<file path="src/rtl/ex_mem_buffer_if.sv">
// EX/MEM pipeline bus: EX-side inputs, control requests, registered memory-stage
// outputs and the upstream stall/interrupt-acknowledge signals.
interface ex_mem_buffer_if;
    logic [15:0] ex_ALU_result;
    logic [15:0] ex_Rsrc_value;
    logic [15:0] ex_Rdst_value;
    logic [2:0]  ex_Rdst_address;
    logic        ex_memRead;
    logic        ex_memWrite;
    logic        ex_WB;
    logic        ex_push;
    logic        ex_pop;
    logic [15:0] ex_pc;
    logic [2:0]  ex_flagReg;
    logic        flush;
    logic        intr;

    logic [15:0] ALU_result;
    logic [15:0] Rsrc_value;
    logic [15:0] Rdst_value;
    logic [2:0]  Rdst_address;
    logic        memRead;
    logic        memWrite;
    logic        WB;
    logic        push;
    logic        pop;
    logic        pushPc;
    logic        pushCCR;
    logic [15:0] pc;
    logic [2:0]  flagReg;
    logic [1:0]  shmnt_mem;
    logic        stall;
    logic        intAck;

    modport slave (
        input  ex_ALU_result, ex_Rsrc_value, ex_Rdst_value, ex_Rdst_address,
               ex_memRead, ex_memWrite, ex_WB, ex_push, ex_pop, ex_pc, ex_flagReg,
               flush, intr,
        output ALU_result, Rsrc_value, Rdst_value, Rdst_address,
               memRead, memWrite, WB, push, pop, pushPc, pushCCR,
               pc, flagReg, shmnt_mem, stall, intAck
    );

    modport master (
        output ex_ALU_result, ex_Rsrc_value, ex_Rdst_value, ex_Rdst_address,
               ex_memRead, ex_memWrite, ex_WB, ex_push, ex_pop, ex_pc, ex_flagReg,
               flush, intr,
        input  ALU_result, Rsrc_value, Rdst_value, Rdst_address,
               memRead, memWrite, WB, push, pop, pushPc, pushCCR,
               pc, flagReg, shmnt_mem, stall, intAck
    );
endinterface

</file>
<file path="src/rtl/ex_mem_buffer.sv">
// EX/MEM pipeline register with an interrupt push sequencer (PC push, then CCR push).
// Macro INT_PUSH_CCR_EN enables the CCR push cycle; undefined gives a single PC push.
module ex_mem_buffer (
    input  logic                clk,
    input  logic                rst,
    ex_mem_buffer_if.slave      bus
);

    typedef struct packed {
        logic [15:0] alu_result;
        logic [15:0] rsrc_value;
        logic [15:0] rdst_value;
        logic [2:0]  rdst_address;
        logic        mem_read;
        logic        mem_write;
        logic        wb;
        logic        push;
        logic        pop;
        logic        push_pc;
        logic        push_ccr;
        logic [15:0] pc;
        logic [2:0]  flag_reg;
        logic [1:0]  shmnt_mem;
    } bundle_t;

    // State names the bundle currently sitting on the outputs.
    localparam logic [1:0] IDLE  = 2'd0;
    localparam logic [1:0] S_PC  = 2'd1;
`ifdef INT_PUSH_CCR_EN
    localparam logic [1:0] S_CCR = 2'd2;
`endif

    logic [1:0] state_d, state_q;
    bundle_t    bundle_d, bundle_q;
    bundle_t    capture_b;
    bundle_t    pc_push_b;
`ifdef INT_PUSH_CCR_EN
    logic [2:0] ccr_d, ccr_q;
    bundle_t    ccr_push_b;
`endif

    // Normal capture of the EX slot; a flush turns it into an all-zero bubble.
    always_comb begin
        capture_b = '0;
        if (!bus.flush) begin
            capture_b.alu_result   = bus.ex_ALU_result;
            capture_b.rsrc_value   = bus.ex_Rsrc_value;
            capture_b.rdst_value   = bus.ex_Rdst_value;
            capture_b.rdst_address = bus.ex_Rdst_address;
            capture_b.mem_read     = bus.ex_memRead;
            capture_b.mem_write    = bus.ex_memWrite;
            capture_b.wb           = bus.ex_WB;
            capture_b.push         = bus.ex_push;
            capture_b.pop          = bus.ex_pop;
            capture_b.pc           = bus.ex_pc;
            capture_b.flag_reg     = bus.ex_flagReg;
        end
    end

    always_comb begin
        pc_push_b           = '0;
        pc_push_b.push      = 1'b1;
        pc_push_b.mem_write = 1'b1;
        pc_push_b.push_pc   = 1'b1;
        pc_push_b.pc        = bus.ex_pc;
        pc_push_b.shmnt_mem = 2'b01;
    end

`ifdef INT_PUSH_CCR_EN
    always_comb begin
        ccr_push_b           = '0;
        ccr_push_b.push      = 1'b1;
        ccr_push_b.mem_write = 1'b1;
        ccr_push_b.push_ccr  = 1'b1;
        ccr_push_b.flag_reg  = ccr_q;
        ccr_push_b.shmnt_mem = 2'b10;
    end
`endif

    always_comb begin
        // NOTE: every always_comb output gets a default first so no path infers a latch.
        state_d  = IDLE;
        bundle_d = capture_b;
`ifdef INT_PUSH_CCR_EN
        ccr_d    = ccr_q;
`endif
        case (state_q)
            IDLE: begin
                if (bus.intr) begin
                    state_d  = S_PC;
                    bundle_d = pc_push_b;
`ifdef INT_PUSH_CCR_EN
                    ccr_d    = bus.ex_flagReg;
`endif
                end
            end
`ifdef INT_PUSH_CCR_EN
            S_PC: begin
                state_d  = S_CCR;
                bundle_d = ccr_push_b;
            end
`endif
            default: begin
                state_d  = IDLE;
                bundle_d = capture_b;
            end
        endcase
    end

    always_ff @(posedge clk) begin
        // NOTE: state registers use non-blocking assignment so every flop samples pre-edge values.
        if (rst) begin
            state_q  <= IDLE;
            bundle_q <= '0;
`ifdef INT_PUSH_CCR_EN
            ccr_q    <= '0;
`endif
        end else begin
            state_q  <= state_d;
            bundle_q <= bundle_d;
`ifdef INT_PUSH_CCR_EN
            ccr_q    <= ccr_d;
`endif
        end
    end

    assign bus.ALU_result   = bundle_q.alu_result;
    assign bus.Rsrc_value   = bundle_q.rsrc_value;
    assign bus.Rdst_value   = bundle_q.rdst_value;
    assign bus.Rdst_address = bundle_q.rdst_address;
    assign bus.memRead      = bundle_q.mem_read;
    assign bus.memWrite     = bundle_q.mem_write;
    assign bus.WB           = bundle_q.wb;
    assign bus.push         = bundle_q.push;
    assign bus.pop          = bundle_q.pop;
    assign bus.pushPc       = bundle_q.push_pc;
    assign bus.pushCCR      = bundle_q.push_ccr;
    assign bus.pc           = bundle_q.pc;
    assign bus.flagReg      = bundle_q.flag_reg;
    assign bus.shmnt_mem    = bundle_q.shmnt_mem;

`ifdef INT_PUSH_CCR_EN
    assign bus.stall  = (state_q == S_PC) || (state_q == S_CCR);
    assign bus.intAck = (state_q == S_CCR);
`else
    // Single push cycle: the EX instruction keeps flowing while the PC is pushed.
    assign bus.stall  = 1'b0;
    assign bus.intAck = (state_q == S_PC);
`endif

endmodule

</file>
<file path="src/flat_wrapper.sv">
// flat-port wrapper written by rule: the top's interface ports become plain ports
module ex_mem_buffer_flat 
  (clk, rst, bus_ex_ALU_result, bus_ex_Rsrc_value, bus_ex_Rdst_value, bus_ex_Rdst_address, bus_ex_memRead, bus_ex_memWrite, bus_ex_WB, bus_ex_push, bus_ex_pop, bus_ex_pc, bus_ex_flagReg, bus_flush, bus_intr, bus_ALU_result, bus_Rsrc_value, bus_Rdst_value, bus_Rdst_address, bus_memRead, bus_memWrite, bus_WB, bus_push, bus_pop, bus_pushPc, bus_pushCCR, bus_pc, bus_flagReg, bus_shmnt_mem, bus_stall, bus_intAck);
  ex_mem_buffer_if bus_i ();
  input  logic clk;
  input  logic rst;
  input wire logic [$bits(bus_i.ex_ALU_result)-1:0] bus_ex_ALU_result;
  input wire logic [$bits(bus_i.ex_Rsrc_value)-1:0] bus_ex_Rsrc_value;
  input wire logic [$bits(bus_i.ex_Rdst_value)-1:0] bus_ex_Rdst_value;
  input wire logic [$bits(bus_i.ex_Rdst_address)-1:0] bus_ex_Rdst_address;
  input wire logic [$bits(bus_i.ex_memRead)-1:0] bus_ex_memRead;
  input wire logic [$bits(bus_i.ex_memWrite)-1:0] bus_ex_memWrite;
  input wire logic [$bits(bus_i.ex_WB)-1:0] bus_ex_WB;
  input wire logic [$bits(bus_i.ex_push)-1:0] bus_ex_push;
  input wire logic [$bits(bus_i.ex_pop)-1:0] bus_ex_pop;
  input wire logic [$bits(bus_i.ex_pc)-1:0] bus_ex_pc;
  input wire logic [$bits(bus_i.ex_flagReg)-1:0] bus_ex_flagReg;
  input wire logic [$bits(bus_i.flush)-1:0] bus_flush;
  input wire logic [$bits(bus_i.intr)-1:0] bus_intr;
  output wire logic [$bits(bus_i.ALU_result)-1:0] bus_ALU_result;
  output wire logic [$bits(bus_i.Rsrc_value)-1:0] bus_Rsrc_value;
  output wire logic [$bits(bus_i.Rdst_value)-1:0] bus_Rdst_value;
  output wire logic [$bits(bus_i.Rdst_address)-1:0] bus_Rdst_address;
  output wire logic [$bits(bus_i.memRead)-1:0] bus_memRead;
  output wire logic [$bits(bus_i.memWrite)-1:0] bus_memWrite;
  output wire logic [$bits(bus_i.WB)-1:0] bus_WB;
  output wire logic [$bits(bus_i.push)-1:0] bus_push;
  output wire logic [$bits(bus_i.pop)-1:0] bus_pop;
  output wire logic [$bits(bus_i.pushPc)-1:0] bus_pushPc;
  output wire logic [$bits(bus_i.pushCCR)-1:0] bus_pushCCR;
  output wire logic [$bits(bus_i.pc)-1:0] bus_pc;
  output wire logic [$bits(bus_i.flagReg)-1:0] bus_flagReg;
  output wire logic [$bits(bus_i.shmnt_mem)-1:0] bus_shmnt_mem;
  output wire logic [$bits(bus_i.stall)-1:0] bus_stall;
  output wire logic [$bits(bus_i.intAck)-1:0] bus_intAck;
  assign bus_i.ex_ALU_result = bus_ex_ALU_result;
  assign bus_i.ex_Rsrc_value = bus_ex_Rsrc_value;
  assign bus_i.ex_Rdst_value = bus_ex_Rdst_value;
  assign bus_i.ex_Rdst_address = bus_ex_Rdst_address;
  assign bus_i.ex_memRead = bus_ex_memRead;
  assign bus_i.ex_memWrite = bus_ex_memWrite;
  assign bus_i.ex_WB = bus_ex_WB;
  assign bus_i.ex_push = bus_ex_push;
  assign bus_i.ex_pop = bus_ex_pop;
  assign bus_i.ex_pc = bus_ex_pc;
  assign bus_i.ex_flagReg = bus_ex_flagReg;
  assign bus_i.flush = bus_flush;
  assign bus_i.intr = bus_intr;
  assign bus_ALU_result = bus_i.ALU_result;
  assign bus_Rsrc_value = bus_i.Rsrc_value;
  assign bus_Rdst_value = bus_i.Rdst_value;
  assign bus_Rdst_address = bus_i.Rdst_address;
  assign bus_memRead = bus_i.memRead;
  assign bus_memWrite = bus_i.memWrite;
  assign bus_WB = bus_i.WB;
  assign bus_push = bus_i.push;
  assign bus_pop = bus_i.pop;
  assign bus_pushPc = bus_i.pushPc;
  assign bus_pushCCR = bus_i.pushCCR;
  assign bus_pc = bus_i.pc;
  assign bus_flagReg = bus_i.flagReg;
  assign bus_shmnt_mem = bus_i.shmnt_mem;
  assign bus_stall = bus_i.stall;
  assign bus_intAck = bus_i.intAck;
  ex_mem_buffer u_core (.clk(clk), .rst(rst), .bus(bus_i));
endmodule
</file>
<file path="config.mk">
export PLATFORM = sky130hd
export DESIGN_NAME = ex_mem_buffer_flat
export DESIGN_NICKNAME = d
export VERILOG_FILES = /design/src/rtl/ex_mem_buffer_if.sv /design/src/rtl/ex_mem_buffer.sv /design/src/flat_wrapper.sv
export SDC_FILE = /design/constraint.sdc
export NUM_CORES = 1
export LEC_CHECK = 0
export ABC_AREA = 1
export BUFFER_PORTS_ARGS = -buffer_cell sky130_fd_sc_hd__buf_4
export CAP_MARGIN = 20
export CORE_MARGIN = 1
export CORE_UTILIZATION = 41
export DETAILED_ROUTE_END_ITERATION = 10
export PLACE_DENSITY_LB_ADDON = 0.12
export RECOVER_POWER = 25
export SYNTH_ARGS = -nofsm -noshare
export SYNTH_HDL_FRONTEND = slang
export SYNTH_SLANG_ARGS = --single-unit
</file>
<file path="constraint.sdc">
create_clock -name clk -period 1.4 [get_ports clk]
set_input_delay 0.14 -clock clk [delete_from_list [all_inputs] [get_ports clk]]
set_output_delay 0.14 -clock clk [all_outputs]
set_load 0.02 [all_outputs]
</file>
Word level (Yosys, flattened, before mapping)
Cells that the tools add are included.

Latch bits: 0. Memory bits (writable): 0. Memories: 0. Flip-flop bits (word level): 81. Memory bits (read-only): 0. Output and inout bits: 81. Logic and storage cells: 24. Input port bits: 79.

Muxes and demuxes: 5. Bitwise gates (word level): 1. Equal/unequal tests: 1. $lt $le $gt $ge: 0. Shift-type cells: 0. Reductions and logical operators: 2. Add/subtract/negate cells: 0. Div/mod/pow operators: 0. Multiply operators: 0.

Operator list (count): $mux W79 (2); $mux W56 (1); $mux W19 (1); $eq A2 B1 Y1 const B (1); $logic_not A2 Y1 (1); $reduce_or A2 Y1 (1); $mux W1 (1); $not A1 Y1 (1).

Logic depth before layout (Yosys ltp)
Gate-level depths: netlist of run 1.

Depth after elaboration: 3. Gate-level depth with buffers: 6. Mapped depth without buffers: 4.

Worst setup path after synthesis of run 1
Ideal clock, no wire load.

Kind: reg-to-reg. Start point: register u_core.bus.shmnt_mem[0] (netlist name). End point: register u_core.bundle_q, in the netlist u_core.bus.pc[10]. Arrival time: 1.077 ns. Data required time: 1.267 ns. Period minus slack after synthesis: 1.210 ns. Slack: 0.190 ns. Setup time: 0.133 ns. Path buffers: 1. Stages on the path, launching flop included: 5. Cells stage by stage: dfxtp_1 -> inv_1 -> nand2_1 -> clkbuf_1 -> a21oi_1.

RTL lines: end signal: assignment (RTL line ex_mem_buffer.sv:120) `bundle_q <= bundle_d;`; end: declaration (RTL line ex_mem_buffer.sv:34) `bundle_t bundle_d, bundle_q;`.

==> results of run 1 <==
sequential cells by signal (all words and copies together) (netlist names):
name	cells
u_core.bus.pop	1
u_core.bus.Rsrc_value	16
u_core.bus.push	1
u_core.bus.pc	16
u_core.bus.memWrite	1
u_core.bus.Rdst_address	3
u_core.bus.memRead	1
u_core.bus.shmnt_mem	1
u_core.bus.ALU_result	16
u_core.bus.Rdst_value	16
u_core.bus.WB	1
u_core.bus.flagReg	3
cell families after synthesis:
| group | Yosys count | share of synthesized area (%) |
|---|---|---|
| AO/OA/AOI/OAI | 16 | 3.26 |
| buffers and inverters | 25 | 7.28 |
| flip-flops | 76 | 61.9 |
| other | 1 | 0.153 |
| AND/OR/NAND/NOR | 137 | 27.4 |
layer usage:
layer,vias to the layer above,wire length (µm)
met3,9,643
met1,895,2140
li1,1072,-
met2,101,2820
met5,-,0
met4,0,106
layout by cell type (no fill, tap or decap):
cell type,Yosys,layout
nor2_1,37,37
buf_12,2,2
bufinv_16,0,3
inv_2,1,1
clkbuf_1,2,36
nand2_1,78,77
clkinv_1,1,1
nand3_1,1,1
conb_1,1,3
dlygate4sd3_1,0,2
clkbuf_8,0,11
dfxtp_1,76,76
buf_4,5,124
inv_1,2,2
nand2_2,0,1
clkinv_2,0,1
a21oi_1,16,16
nor2_4,21,21
final cells by class:
cell class	instances	area, µm²	area share, %
Sequential cell	76	1520	40.4
Timing Repair Buffer	163	1120	29.8
Multi-Input combinational cell	156	767	20.4
Clock buffer	12	155	4.12
Clock inverter	4	95.1	2.52
Tap cell	72	90.1	2.39
Inverter	4	15.0	0.399
repair_timing:
| action | in CTS | in global routing |
|---|---|---|
| hold endpoints to repair | 2 | 0 |
| hold buffers | 2 | 0 |
| gates resized for setup | 0 | 0 |
| endpoints found under the setup margin | 0 | 0 |
final timing paths:
kind / cells after the start / slack, ps / end
max reg2reg: 5 / 290 / u_core.bus.ALU_result[7]
min reg2reg: 3 / 660 / u_core.bus.push
min: 3 / 20 / u_core.bus.WB
max: 5 / 290 / u_core.bus.ALU_result[7]
worst max-delay path, cell delays in order, from the launching register on:
cell	delay, ps
dfxtp_1	390
inv_1	80
nand2_2	90
buf_4	260
nand2_1	130
nor2_4	90
power by group through the flow:
stage / clock [mW] / sequential [mW] / combinational, mW
finish: 2.04 / 2.27 / 0.648
global route: 2.17 / 2.27 / 0.704
CTS: 2.09 / 2.27 / 0.688
detailed placement: 0 / 2.32 / 0.681
global placement: 0 / 2.32 / 0.674
floorplan: 0 / 2.43 / 0.249
==> run metrics, run 1 <==
Synth top area share 61.9%; # port buffers 156; Worst-Skew Late Latency 330 ps; max-cap viol count 0; Data arrival, critical path 1380 ps; LEAKAGE 1.78 nW; Synth Flop Type dfxtp_1; DR vias/cell 4.26; min-delay src bus_ex_WB; Die Width 79.4 µm; Worst VDD drop 0.916 mV; Sw Pwr 1.14 mW; die height 79.4 µm; post-synth top area cell dfxtp_1; GR peak layer met2; Tot Pwr 4.95 mW; placement-stage cell area 3630 µm²; routed len/inst 11.7 µm; core area 5640 µm²; capturing element type of the critical path flop; pwr/cell area 1320 nW/µm²; Placer Congestion 0.669; top post-synthesis cells by area dfxtp_1, nand2_1, nor2_4; Synth top cells by count nand2_1, dfxtp_1, nor2_1; Ports 160; starting DRC count in detailed routing 80; Total GRT Usage 18.6%; RR Startpoint u_core.bus.shmnt_mem[0]; clock-pin slew of the registers on the worst-case setup and hold paths 80 ps; via count 2077; Fin. Hold Viols 0; initial antenna violation count 0; CTS root buf clkbuf_8; ratio of cells with drive above 1 in the final layout 39.5%; final setup fails 0; M3 GR Usage 8.57%; Crit Path Class flop to flop; Clock power frac 41.1%; DP Cell Count 469; combinational power share 13.1%; hold crit path type input pin to flop; die area 6310 µm²; Initial Util 43.6%; Netlist cell types 15; non-filler instance count after layout 487; Worst Path Max Fanout 24; post-layout min period 1110 ps; Internal Power 3.82 mW; sequential area share after synthesis 61.9%; clock tree from TritonCTS built; post-layout util 66.8%; max-slew violations 0; drt pass-1 iters 4; # diodes 0; share of synthesized registers carrying an async set or reset 0%; final instance area 3770 µm²; Synthesis Warnings 0; Max Clk Rate 0.904 GHz; fillers 481; status finished, final reports clean; CP Launch Type flop; clock sinks 76; hold slack 18.7 ps; post-route clock period utilization 79.0%; Setup crit start u_core.bus.shmnt_mem[0]; Post-CTS Setup Bufs 0; nets@finish 489; CTS Buffer Depth 2; switch share 22.9%; H-tree levels 3; vias in the first global route 1991; global route overflow 0; post-route worst setup slack 294 ps; Post-Syn Area per Cell 9.64 µm²; EDFF count, synth 0; FF+latch count, synth 76; total wire length 5.71 mm; dpl ws 319 ps; hpwl dp 4.10 mm; share of power burned in registers 45.8%; largest net degree at the start of global routing 50; setup TNS 0 ps; post-route ant nets 0; Worst EP required 1670 ps; Layout area overhead 53.3%; clock skew 6.00 ps; CTS buffer count 9; first-pass GRT wire length 8.85 mm; count leader, synth nand2_1; met1 usage 19.4%; met2 Use GR 31.3%; RSZ-0062 raised after global routing no; residual DRC count 0; post-synthesis cell count 255; mapped cell area 2460 µm²; Rows 27
Power figures use the tool's default switching activity.
==> inputs of run 2 (changes only) <==
--- a/config.mk
+++ b/config.mk
@@ -5,7 +5,7 @@
 export SDC_FILE = /design/constraint.sdc
 export NUM_CORES = 1
 export LEC_CHECK = 0
-export ABC_AREA = 1
+export ABC_AREA = 0
 export BUFFER_PORTS_ARGS = -buffer_cell sky130_fd_sc_hd__buf_4
 export CAP_MARGIN = 20
 export CORE_MARGIN = 1
==> constraint.sdc (replaced) <==
create_clock -name clk -period 1.15 [get_ports clk]
set_input_delay 0.115 -clock clk [delete_from_list [all_inputs] [get_ports clk]]
set_output_delay 0.115 -clock clk [all_outputs]
set_load 0.02 [all_outputs]
==> run 2 against run 1 <==
Net effect: critical path type unchanged; combinational power grew 14%; critical endpoint is now u_core.bus.Rdst_value[4]; total power grew 11%; worst setup slack got worse by 160 ps; sequential share of layout area increased by 0.30 points; clock power shrank 3%; fmax rose by 9.1%; via count decreased by 7.1%.
==> run metrics, run 2 <==
status finished, final reports clean; global route overflow 0 (unchanged); core area 5680 µm² (+0.60%); max-cap viol count 0 (unchanged); vias in the first global route 1950 (-2.1%); area of the multi-input gates 825 µm² (+7.5%); largest net degree at the start of global routing 58 (+16%); Synthesis Warnings 0 (unchanged); hold_buf cts 0 (-2); crit path cell chain nor2b_4 > buf_12 > nor3b_2; CP max-delay cell dfxtp_2; hold crit path type input pin to flop; Max Clk Rate 0.986 GHz (+9.1%); Sequential cell area 1520 µm² (about the same); Post-CTS Setup Bufs 0 (unchanged); CP Launch Type flop; Sw Pwr 1.25 mW (+10%); most frequent cells in the layout buf_4, dfxtp_1, clkbuf_1; Die Width 79.8 µm (+0.49%); post-route worst setup slack 136 ps (-158 ps); Internal Power 4.24 mW (+11%); nets@finish 427 (-13%); hpwl dp 4.06 mm (-1.0%); routed len/inst 13.4 µm (+14%); PostCTS Resize Cnt 0 (unchanged); combinational power share 13.5% (+0.4 points); Netlist cell types 13 (-2); fillers 480 (-0.21%); Placer Congestion 0.694 (+3.7%); first-pass GRT wire length 9.07 mm (+2.5%); mapped cell area 2480 µm² (+1.0%); total wire length 5.69 mm (-0.32%); clock skew 4.23 ps (-1.77 ps); Initial Util 43.7% (+0.18 points); Post-Syn Area per Cell 12.6 µm² (+31%); DP Cell Count 409 (-13%); Ports 160 (unchanged); final instance area 3740 µm² (-0.66%); post-layout util 65.9% (-0.84 points); clock sinks 76 (unchanged); Synth top area share 61.3% (-0.62 points); RSZ-0062 raised after global routing no; # port buffers 156 (unchanged); count leader, synth dfxtp_1; setup TNS 0 ps (unchanged); sequential area share after synthesis 61.3% (-0.62 points); hold slack 28.6 ps (+9.89 ps); dpl ws 127 ps (-193 ps); Synth Flop Type dfxtp_1; CP top delay family flip-flops; Worst-Skew Late Latency 320 ps (about the same); drt pass-1 iters 4 (unchanged); final setup fails 0 (unchanged); top post-synthesis cells by area dfxtp_1, nor3b_2, nor3b_1; share of synthesized registers carrying an async set or reset 0% (unchanged); residual DRC count 0 (unchanged); starting DRC count in detailed routing 85 (+6.3%); Rows 27 (unchanged); Worst EP required 1350 ps (-320 ps); CTS buffer count 9 (unchanged); EDFF count, synth 0 (unchanged); # diodes 0 (unchanged); clock tree from TritonCTS built; Fin. Hold Viols 0 (unchanged); initial antenna violation count 0 (unchanged); CTS root buf clkbuf_8; DR vias/cell 4.54 (+6.4%); Crit Path Class flop to flop; non-filler instance count after layout 425 (-13%); post-layout min period 1010 ps (-92.2 ps); ratio of cells with drive above 1 in the final layout 47.9% (+8.4 points); via count 1929 (-7.1%); most common cell after layout, fill and taps aside buf_4; FF+latch count, synth 76 (unchanged); die height 79.8 µm (+0.49%); max-slew violations 0 (unchanged); capturing element type of the critical path flop; CP peak stage delay 350 ps (-40 ps); post-route clock period utilization 88.2% (+9.2 points); Clock power frac 36.2% (-4.9 points); pwr/cell area 1470 nW/µm² (+12%); share of power burned in registers 50.4% (+4.6 points); die area 6370 µm² (+0.98%); LEAKAGE 1.61 nW (-9.8%); Total GRT Usage 18.6% (-0.023 points); H-tree levels 3 (unchanged); switch share 22.8% (-0.10 points); placement-stage cell area 3680 µm² (+1.6%); Tot Pwr 5.49 mW (+11%); Synth top cells by count dfxtp_1, nor3b_2, nor3b_1; Data arrival, critical path 1210 ps (-170 ps); Buf/Inv on CP 1 (-1); post-synth top area cell dfxtp_1; post-synthesis cell count 197 (-23%); CTS Buffer Depth 2 (unchanged); post-route ant nets 0 (unchanged); clock-pin slew of the registers on the worst-case setup and hold paths 70 ps (about the same); Worst VDD drop 0.741 mV (-19%); Worst Path Max Fanout 57 (+140%); Layout area overhead 50.7%
## run 2: cell count changes in the layout (fill, tap and decap cells not counted), sizes merged, moves of 2 or more
cell         delta
a21oi           +2
nand2b         +19
inv             -3
nor2           -57
clkinv          -2
nand2          -78
bufinv          -2
nor3b          +57
buf             -2
clkbuf          +5
dlygate4sd3     -2
## run 2: power by group through the flow
stage	combinational, mW	sequential (mW)	clock (mW)
floorplan	0.267	2.95	0
global placement	0.784	2.82	0
detailed placement	0.790	2.83	0
CTS	0.791	2.77	2.03
global route	0.799	2.77	2.18
finish	0.739	2.76	1.98
## run 2: final cells by class
class                      instances  area share [%]
sequential                        76            40.7
timing repair buffer             161            29.6
multi-input combinational        100            22.0
clock buffer                      15            4.45
tap                               72            2.41
clock inverter                     1           0.803
## run 2: final timing paths
check / startpoint / end / slack [ps] / cells after the start
hold reg to reg: u_core.bus.shmnt_mem[0] / u_core.bus.shmnt_mem[0] / 780 / 3
setup reg to reg: u_core.bus.shmnt_mem[0] / u_core.bus.Rdst_value[4] / 140 / 3
hold / removal: bus_ex_ALU_result[4] / u_core.bus.ALU_result[4] / 30 / 2
setup / recovery: u_core.bus.shmnt_mem[0] / u_core.bus.Rdst_value[4] / 140 / 3
## run 2: logic make-up after synthesis
family | share of synthesized area, %
AOI/OAI and AO/OA | 3.63
buffers and inverters | 6.10
DFF | 61.3
other | 0.151
and+or+nand+nor | 28.8
## run 2: per-layer routing
| layer | track usage (%) | wire length (µm) |
|---|---|---|
| met5 | 0 | 0 |
| met3 | 8.11 | 674 |
| met4 | 6.43 | 49 |
| met1 | 21.3 | 2190 |
| met2 | 30.9 | 2780 |
==> inputs of run 3 (changes only) <==
--- a/config.mk
+++ b/config.mk
@@ -9,7 +9,7 @@
 export BUFFER_PORTS_ARGS = -buffer_cell sky130_fd_sc_hd__buf_4
 export CAP_MARGIN = 20
 export CORE_MARGIN = 1
-export CORE_UTILIZATION = 41
+export CORE_UTILIZATION = 30
 export DETAILED_ROUTE_END_ITERATION = 10
 export PLACE_DENSITY_LB_ADDON = 0.12
 export RECOVER_POWER = 25
==> run 3 against run 2 <==
Net effect: clock-buffer cell count decreased by 6; critical path depth decreased by 2; worst setup slack got worse by 8.9 ps.
==> run metrics, run 3 (same netlist as run 2, synthesis figures left out) <==
RR Startpoint u_core.bus.shmnt_mem[0]; final instance area 4110 µm² (+9.9%); Max Clk Rate 0.978 GHz (-0.87%); Layout area overhead 65.6%; Fin. Hold Viols 0 (unchanged); initial antenna violation count 0 (unchanged); CTS root buf clkbuf_8; clock sinks 76 (unchanged); Crit Path Class flop to output pin; FF-to-FF path depth 3 (unchanged); # port buffers 156 (unchanged); area of the multi-input gates 825 µm² (unchanged); status finished, final reports clean; CTS buffer count 9 (unchanged); reg2reg setup slack 190 ps (+50 ps); share of power burned in registers 51.5% (+1.1 points); global route overflow 0 (unchanged); Tot Pwr 5.36 mW (-2.3%); Buf/Inv on CP 1 (unchanged); most frequent cells in the layout buf_4, dfxtp_1, clkbuf_1; via count 2027 (+5.1%); r2r endpoint u_core.bus.Rsrc_value[5]; combinational power share 16.0% (+2.5 points); switch share 26.1% (+3.3 points); Rows 32 (+19%); non-filler instance count after layout 490 (+15%); Worst Path Max Fanout 1 (-98%); CP max-delay cell dfxtp_1; Ports 160 (unchanged); LEAKAGE 1.75 nW (+9.1%); Post-CTS Setup Bufs 0 (unchanged); post-route clock period utilization 88.9% (+0.77 points); setup TNS 0 ps (unchanged); fillers 746 (+55%); clock skew 5.33 ps (+1.10 ps); Internal Power 3.96 mW (-6.4%); die area 8640 µm² (+36%); ratio of cells with drive above 1 in the final layout 46.1% (-1.7 points); Worst EP required 1030 ps (-320 ps); vias in the first global route 2100 (+7.7%); Sw Pwr 1.40 mW (+12%); capturing element type of the critical path output pin; residual DRC count 0 (unchanged); max-cap viol count 0 (unchanged); first-pass GRT wire length 9.81 mm (+8.1%); Sequential cell area 1520 µm² (unchanged); most common cell after layout, fill and taps aside buf_4; Total GRT Usage 14.9% (-3.7 points); CP Launch Type flop; post-route ant nets 0 (unchanged); Worst Hold Path EP u_core.bus.Rsrc_value[14]; post-layout min period 1020 ps (+8.89 ps); min-delay src bus_ex_Rsrc_value[14]; RSZ-0062 raised after global routing no; Placer Congestion 0.668 (-3.8%); hold crit path type input pin to flop; # diodes 0 (unchanged); Worst VDD drop 0.564 mV (-24%); drt pass-1 iters 4 (unchanged); nets@finish 462 (+8.2%); Hold Path Depth 2 (unchanged); Initial Util 31.6% (-12 points); PostCTS Resize Cnt 0 (unchanged); H-tree levels 3 (unchanged); total wire length 6.44 mm (+13%); Worst-Skew Late Latency 340 ps (+20 ps); hpwl dp 4.54 mm (+12%); core area 7850 µm² (+38%); max-slew violations 0 (unchanged); largest net degree at the start of global routing 33 (-43%); Clock power frac 32.5% (-3.7 points); Crit path depth 1 (-2); hold slack 10.7 ps (-17.9 ps); starting DRC count in detailed routing 50 (-41%); hold_buf cts 31 (+31); routed len/inst 13.2 µm (-1.8%); clock-pin slew of the registers on the worst-case setup and hold paths 80 ps (about the same); Die Width 93.0 µm (+16%); die height 93.0 µm (+16%); clock tree from TritonCTS built; DR vias/cell 4.14 (-8.9%); Data arrival, critical path 910 ps (-300 ps); crit path cell chain clkbuf_1; pwr/cell area 1300 nW/µm² (-11%); CTS Buffer Depth 2 (unchanged); placement-stage cell area 3760 µm² (+2.2%); CP peak stage delay 310 ps (-40 ps); final setup fails 0 (unchanged); DP Cell Count 443 (+8.3%); CP top delay family flip-flops
[run 3: cell types whose count changed in the layout (fill, tap and decap cells not counted), sizes merged]
cell         before  now
clkbuf           52   44
bufinv            1    0
clkinv            0    5
dlygate4sd3       0   31
clkinvlp          0    2
buf             124  130
[run 3: power by group through the flow]
| stage | registers (mW) | logic [mW] | clock network, mW |
|---|---|---|---|
| floorplan | 2.95 | 0.267 | 0 |
| finish | 2.76 | 0.857 | 1.74 |
| global route | 2.77 | 0.916 | 1.93 |
| detailed placement | 2.83 | 0.818 | 0 |
| CTS | 2.76 | 0.905 | 1.82 |
| global placement | 2.82 | 0.812 | 0 |
[run 3: stage by stage]
stage	setup WS [ps]	util, %
4_1_cts	126	54.0
3_5_place_dp	84.1	48.0
5_1_grt	80.7	52.4
2_1_floorplan	-5.25	-
6_report	127	52.4
3_3_place_gp	108	48.0
[run 3: worst max path at each step]
| stage | from | slack (ps) | end |
|---|---|---|---|
| after floorplan | u_core.bus.shmnt_mem[0] | -5 | u_core.bus.ALU_result[0] |
| after global placement | bus_flush | 110 | u_core.bus.Rdst_value[8] |
| after detailed placement | bus_flush | 80 | u_core.bus.ALU_result[2] |
| after CTS | u_core.bus.shmnt_mem[0] | 130 | bus_shmnt_mem[0] |
| after global routing | u_core.bus.push | 80 | bus_push |
| final | u_core.bus.ALU_result[15] | 130 | bus_ALU_result[15] |
[run 3: per-layer routing]
metal	vias to the layer above	share of wire (%)	track usage [%]
met5	-	0	0
met4	0	1.9	8.08
met3	11	7.9	4.60
met2	95	49	25.2
met1	903	41	16.7
li1	1018	-	-
[run 3: cell type report]
| type | count | area share, % |
|---|---|---|
| flip-flops and latches | 76 | 37.0 |
| clock buffers | 9 | 3.01 |
| clock inverters | 7 | 1.07 |
| multi-input cells | 100 | 20.1 |
| repair buffers | 196 | 35.7 |
| well taps | 102 | 3.11 |
